**src/rtl/branch_predict_resolver.sv**
```systemverilog
// branch_predict_resolver
//   Bimodal branch predictor with EX-stage resolution. The ID stage looks up a
//   table of 2-bit saturating counters to get predict_taken. The EX stage
//   compares the carried prediction with the real outcome, trains the table,
//   raises a one-cycle registered redirect on a mispredict, and counts
//   resolved branches and mispredictions.
//
// Ports
//   clk, rst            clock (rising edge) and asynchronous active-high reset
//   id_lookup_valid     ID holds a branch that needs a prediction
//   id_lookup_pc        PC of the ID-stage branch
//   predict_taken       combinational prediction for the ID branch
//   ex_branch_inst      EX holds a real branch (0 for bubbles)
//   ex_branch_predict   prediction that was made for the EX branch in ID
//   ex_branch_pc        PC of the EX-stage branch
//   ex_taken            actual branch outcome
//   ex_fail_pc          alternate-path PC to fetch from on a mispredict
//   redirect_valid      registered flush/redirect pulse to fetch
//   redirect_pc         registered redirect address
//   branch_count        number of resolved (non-squashed) branches
//   mispredict_count    number of resolved mispredictions

module branch_predict_resolver #(
  parameter int         IDX_BITS = 6,
  parameter logic [1:0] CNT_INIT = 2'b01
) (
  input  logic        clk,
  input  logic        rst,
  input  logic        id_lookup_valid,
  input  logic [31:0] id_lookup_pc,
  output logic        predict_taken,
  input  logic        ex_branch_inst,
  input  logic        ex_branch_predict,
  input  logic [31:0] ex_branch_pc,
  input  logic        ex_taken,
  input  logic [31:0] ex_fail_pc,
  output logic        redirect_valid,
  output logic [31:0] redirect_pc,
  output logic [31:0] branch_count,
  output logic [31:0] mispredict_count
);

  localparam int DEPTH = 1 << IDX_BITS;

  logic [1:0]          counters [DEPTH];
  logic [IDX_BITS-1:0] lookup_idx;
  logic [IDX_BITS-1:0] update_idx;
  logic                squash;
  logic                res;
  logic                mis;

  assign lookup_idx = id_lookup_pc[IDX_BITS+1:2];
  assign update_idx = ex_branch_pc[IDX_BITS+1:2];

  // The cycle right after a redirect holds a wrong-path instruction in EX.
  assign squash = redirect_valid;

  // res gates everything else, so X on the ex_* data fields of a bubble
  // (ex_branch_inst = 0) never reaches any state.
  assign res = ex_branch_inst & ~squash;
  assign mis = res & (ex_branch_predict != ex_taken);

  // Reads the pre-edge table: an update in the same cycle shows up next cycle.
  assign predict_taken = id_lookup_valid & counters[lookup_idx][1];

  // Counter training, saturating at both ends.
  always_ff @(posedge clk or posedge rst) begin
    if (rst) begin
      for (int i = 0; i < DEPTH; i++) begin
        counters[i] <= CNT_INIT;
      end
    end else if (res) begin
      if (ex_taken) begin
        if (counters[update_idx] != 2'b11) begin
          counters[update_idx] <= counters[update_idx] + 2'b01;
        end
      end else begin
        if (counters[update_idx] != 2'b00) begin
          counters[update_idx] <= counters[update_idx] - 2'b01;
        end
      end
    end
  end

  // redirect_pc holds its last value between mispredicts.
  always_ff @(posedge clk or posedge rst) begin
    if (rst) begin
      redirect_valid <= 1'b0;
      redirect_pc    <= 32'h0;
    end else begin
      redirect_valid <= mis;
      if (mis) begin
        redirect_pc <= ex_fail_pc;
      end
    end
  end

  always_ff @(posedge clk or posedge rst) begin
    if (rst) begin
      branch_count     <= 32'd0;
      mispredict_count <= 32'd0;
    end else begin
      if (res) begin
        branch_count <= branch_count + 32'd1;
      end
      if (mis) begin
        mispredict_count <= mispredict_count + 32'd1;
      end
    end
  end

endmodule
```
**config.mk**
```make
export PLATFORM = sky130hd
export DESIGN_NAME = branch_predict_resolver
export DESIGN_NICKNAME = d
export VERILOG_FILES = /design/src/rtl/branch_predict_resolver.sv
export SDC_FILE = /design/constraint.sdc
export NUM_CORES = 1
export LEC_CHECK = 0
export BUFFER_PORTS_ARGS = -buffer_cell sky130_fd_sc_hd__buf_2
export CORE_ASPECT_RATIO = 0.7
export CORE_MARGIN = 3
export CORE_UTILIZATION = 26
export CTS_CLUSTER_DIAMETER = 200
export DETAILED_ROUTE_END_ITERATION = 10
export SETUP_SLACK_MARGIN = 0.2
export SYNTH_ARGS = -nofsm -noshare
export SYNTH_HDL_FRONTEND = slang
export SYNTH_SLANG_ARGS = --single-unit
```
**constraint.sdc**
```tcl
create_clock -name clk -period 7.5 [get_ports clk]
set_clock_uncertainty 0.05 [all_clocks]
set_input_delay 1.5 -clock clk [delete_from_list [all_inputs] [get_ports clk]]
set_output_delay 1.5 -clock clk [all_outputs]
set_load 0.005 [all_outputs]
```
# Word-level counts from Yosys, hierarchy flattened
# Cells that the tools add are included.
dict set report classes {
  bitwise 6
  n_eq_ne 3
  n_reduce_logical 4
  magnitude_cmp 3
  muxes 13
  n_addsub 4
}
# cell count
set ops {}
lappend ops {{2-to-1 mux 128 bit} 3}
lappend ops {{bitwise mux 128 bit} 2}
lappend ops {{adder 32 x 1 -> 32 bit (second input constant)} 2}
lappend ops {{binary-select mux 2 bit (select 6 bit)} 2}
lappend ops {{greater-or-equal comparator 7 bit (second input constant)} 2}
lappend ops {{inverter 6 -> 7 bit} 2}
lappend ops {{demux 2 bit (select 6 bit)} 1}
lappend ops {{2-to-1 mux 2 bit} 5}
lappend ops {{< comparator 7 x 1 -> 1 bit (second input constant)} 1}
lappend ops {{nonzero test 2 bit} 2}
lappend ops {{AND 1 bit} 3}
lappend ops {{AND reduction 3 bit} 1}
lappend ops {{adder 2 x 1 -> 2 bit (second input constant)} 1}
lappend ops {{inequality test 2 x 1 -> 1 bit (second input constant)} 1}
lappend ops {{inequality test 2 bit (second input constant)} 1}
lappend ops {{subtractor 2 x 1 -> 2 bit (second input constant)} 1}
lappend ops {{logical AND 1 bit} 1}
lappend ops {{inequality test 1 bit} 1}
lappend ops {{inverter 1 bit} 1}
dict set report word_totals {
  input_bits 102
  ff_bits 225
}

# Longest topological paths before layout
dict set report logic_depth {
  ltp_word 8
  depth_mapped 16
}

# Least setup slack after synthesis
# Ideal clock, no wire load.
dict set report synth_timing {
  path_kind {input -> register}
  from {input port ex_branch_pc[4]}
  to {register counters[49] (netlist name)}
  slack_ps 2559
  arrival_ps 4766
  stages 13
  n_path_buf 2
  path_cell_list {buf_4 > buf_2 > mux2_2 > a221oi_1 > a2bb2oi_1 > o32ai_1 > or4_1 > ha_1 > mux2i_1 > nand2_1 > nor4b_2 > nand2_1 > mux2_2}
}
dict set report synth_between {
  elab_chain_cells 8
}
# element line
set synth_lines {}
lappend synth_lines {{start: declaration} 34} ;# input logic [31:0] ex_branch_pc,
lappend synth_lines {{inverter 6 -> 7 bit (implied by the code) (*)} --}
lappend synth_lines {{binary-select mux 2 bit (select 6 bit), or another cell as far along} --}
lappend synth_lines {{2-to-1 mux 2 bit (implied by the code) / logical AND 1 bit (equally long branches)} --}
lappend synth_lines {{2-to-1 mux 2 bit, on equally long branches} --}
lappend synth_lines {{subtractor 2 x 1 -> 2 bit, or another cell as far along} 79} ;# counters[update_idx] <= counters[update_idx] - 2'b01;
lappend synth_lines {{bitwise mux 128 bit, on equally long branches} {79, 75}}
lappend synth_lines {{2-to-1 mux 128 bit, on equally long branches} {78, 74}}
lappend synth_lines {{2-to-1 mux 128 bit} 73} ;# if (ex_taken) begin
lappend synth_lines {{end signal: indexed assignment} 75} ;# counters[update_idx] <= counters[update_idx] + 2'b01;
lappend synth_lines {{end signal: indexed assignment} 79}
lappend synth_lines {{end: declaration} 45} ;# logic [1:0] counters [DEPTH];
# Every way passes the cells marked *; elsewhere a longest branch is shown, timed or not. The select of a mux whose other input is x is not followed.
# A chain may end at the register's enable or synchronous reset.

# Final worst setup path
dict set report layout_timing {
  from {input port ex_branch_pc[3]}
  to {register counters[87] (netlist name)}
}
# Same word-level chain as after synthesis.

==> metrics.md <==
| Metric | Value |
|---|---|
| Status | finished, final reports clean |
| Post-synth ARST share | between 90% and 100% |
| Post-synth EDFFs | 0 |
| Ant. Diodes | 0 |
| Die Area | about 46000 um2 |
| Post-DP HPWL | 22350 um |
| CTS Hold Bufs | 0 |
| Worst-path fanout max | 24 |
| Post-Route Setup TNS | 0 ns |
| Die X | between 200 and 300 um |
| Grt ovf | 0 |
| First-pass GRT wire length | slightly below 50000 um |
| Final period utilization | between 70% and 80% |
| Syn_nets | ~1.1k |
| Max-slew violations | 0 |
| Post-synthesis simple-gate area fraction | between 10% and 20% |
| Hold/Removal Path Class | flop to flop |
| Top Ports | 200 |
| Met3 Resource Use GR | 5.071% |
| Fraction of layout cells with a size suffix above 1 | ~40% |
| R2R cell count | 11 |
| Final Setup Violations | 0 |
| Req. time, crit path | 7.88 ns |
| Nets | approximately 1.2k |
| Most frequent cells in the layout | dfrtp_1, buf_2, mux2_2, nand2_1, dfstp_2 |
| Synth Area in Compound Gates | roughly 8.4% |
| Gate Count Post-Synth | 949 |
| Mux contribution to synthesized area | around a fifth |
| Startpoint Class | input port |
| Number of CTS-inserted buffers | 26 |
| Vias in the first global route | 8128 |
| Sink Count | 225 |
| Initial Util | between 20% and 30% |
| Synth Area in Adders | less than 1% |
| Clock root buffer | clkbuf_16 |
| Worst Hold Depth | 1 |
| F_max | roughly 180 MHz |
| CTS H-Tree Depth | 1 |
| Synth warn | 0 |
| Yosys reg bits | between 200 and 250 |
| Fin. Hold Viols | 0 |
| Largest family of logic cells by synthesized area | multiplexers |
| Tmin final | around 5.6 ns |
| CTS tree | done |
| GP Congestion | 0.8709 |
| Port bufs | 147 |
| Clock-pin slew on the worst setup and hold paths | 0.06 ns |
| GRT busiest layer | met1 |
| Commonest non-fill, non-tap cell in the layout | dfrtp_1 |
| Clock Tree Buf Depth | 3 |
| Arr. time, crit path | roughly 6 ns |
| Max VDD drop | 0.1771 mV |
| DRC Markers | 0 |
| Met1 GRT Util | about a fifth |
| Reg2Reg Setup Slack | 3.35 ns |
| Post-CTS resize count | 0 |
| Fin Hold WS | between 0.4 and 0.5 ns |
| Met2 Use GR | approximately 18% |
| Worst hold path startpoint | branch_count[31] |
| Vias per cell | between 5 and 6 |
| Syn Area/Cell | 11.82 um2 |
| Worst slew pin tran | 1.157 ns |
| Setup bufs post-CTS | 0 |
| Hold EP | branch_count[31] |
| Die H | about 180 um |
| Largest net degree at the start of global routing | 72 |
| Post-synthesis xor/xnor area fraction | ~5.0% |
| Setup slack after layout | roughly 1.9 ns |
| Gr usage total | approximately 14% |
| Post-DP Area | about 13000 um2 |
| ANT nets after route | 0 |
| End-of-flow core utilization | 32.08% |
| Row cnt | 62 |
| Initial antenna violation count | 2 |
| Slew margin rel. | approximately 23% |
| Setup CP Type | input port to flop |
| Unrepaired setup endpoints after global routing | false |
| Pre-Repair DR Iteration Count | 7 |
| Final WL | about 32000 um |
| Area growth syn-to-layout | 19.60% |
| Core area | approximately 42000 um2 |
| Total number of vias | between 8k and 9k |
| Cell Area, Synth | 11210 um2 |
| Clock latency on the worst-skew pair | 0.55 ns |
| Leakage power | roughly 0.006 uW |
| Finished Cell Area | 13410 um2 |
| FF-to-FF End | counters[87] |
| Post-synthesis sequential area ratio | between 50% and 60% |
| Worst slack, placed | about 1.4 ns |
| Maxcap violations | 0 |
| PwrDens | 258.5 nW/um2 |
| Crit end category | flop |
| Distinct cells, synth | 66 |
| Routed len/inst | 19.29 um |
| Initial drt markers | between 800 and 900 |
| Primary FF master, synth | dfrtp_1 |
==> power by group <==
group | total [uW] | internal, uW | leakage [uW] | switching [uW]
logic | 598 | 291 | 0.00273 | 308
clock network | 1290 | 772 | 0.000404 | 516
registers | 1580 | 1440 | 0.00279 | 136
==> area by class of cell <==
| class | instances | area (um2) |
|---|---|---|
| fillers | 4214 | 28400 |
| flip-flops and latches | 225 | 5710 |
| multi-input cells | 658 | 5197 |
| repair buffers | 172 | 923.4 |
| clock buffers | 43 | 775.7 |
| well taps | 544 | 680.7 |
| clock inverters | 5 | 82.58 |
| inverters | 10 | 41.29 |
==> metrics by stage <==
step,cells,power [uW]
2_1_floorplan,949,1948
3_3_place_gp,1609,2174
3_5_place_dp,1609,2198
4_1_cts,1657,3508
5_1_grt,1657,3645
6_report,1657,3466
==> cells by family after synthesis <==
logic type                 Yosys count
muxes                              175
AOI/OAI and AO/OA                  138
and+or+nand+nor                    277
adders and majority gates            4
DFF                                225
buffers and inverters               66
xor gates and xnor gates            64
==> worst max path at each step <==
stage	from	endpoint	slack (ns)	cells past startpoint
floorplan	ex_branch_pc[4]	counters[49]	2.56	13
global placement	ex_branch_pc[3]	counters[87]	1.44	13
detailed placement	ex_branch_pc[3]	counters[87]	1.43	13
CTS	ex_branch_pc[3]	counters[87]	1.98	13
global route	ex_branch_pc[3]	counters[9]	1.62	13
finish	ex_branch_pc[3]	counters[87]	1.85	13
==> synthesized netlist by cell type, drive strengths merged, types with 10 or more instances <==
library cell | n | share of area, %
a221oi | 13 | 1.1
buf | 23 | 1.4
clkbuf | 33 | 1.1
dfrtp | 161 | 36
dfstp | 64 | 15
inv | 10 | 0.33
mux2 | 135 | 14
mux2i | 16 | 1.4
mux4 | 24 | 4.9
nand2 | 109 | 3.6
nand3 | 40 | 1.8
nand4 | 12 | 0.67
nor2 | 41 | 1.4
nor3 | 11 | 0.54
o21ai | 63 | 2.8
o31ai | 14 | 0.94
xnor2 | 38 | 3.0
xor2 | 26 | 2.0
==> per-layer routing <==
layer,part of all wire (%),up-vias
met1,48,4171
li1,-,3750
met5,0.066,-
met2,39,317
met3,11,58
met4,2.2,4
==> worst max-delay path: stages <==
cell and delay [ns]:
buf_2 0.44, buf_4 0.45, nor2_1 0.24, a221oi_1 0.47, a2bb2oi_1 0.28, o32ai_1 0.13
or4_1 0.42, ha_1 0.21, mux2i_1 0.36, nand2_1 0.33, nor2_1 0.60, nand2_1 0.22
mux2_2 0.34
Power figures use the tool's default switching activity.
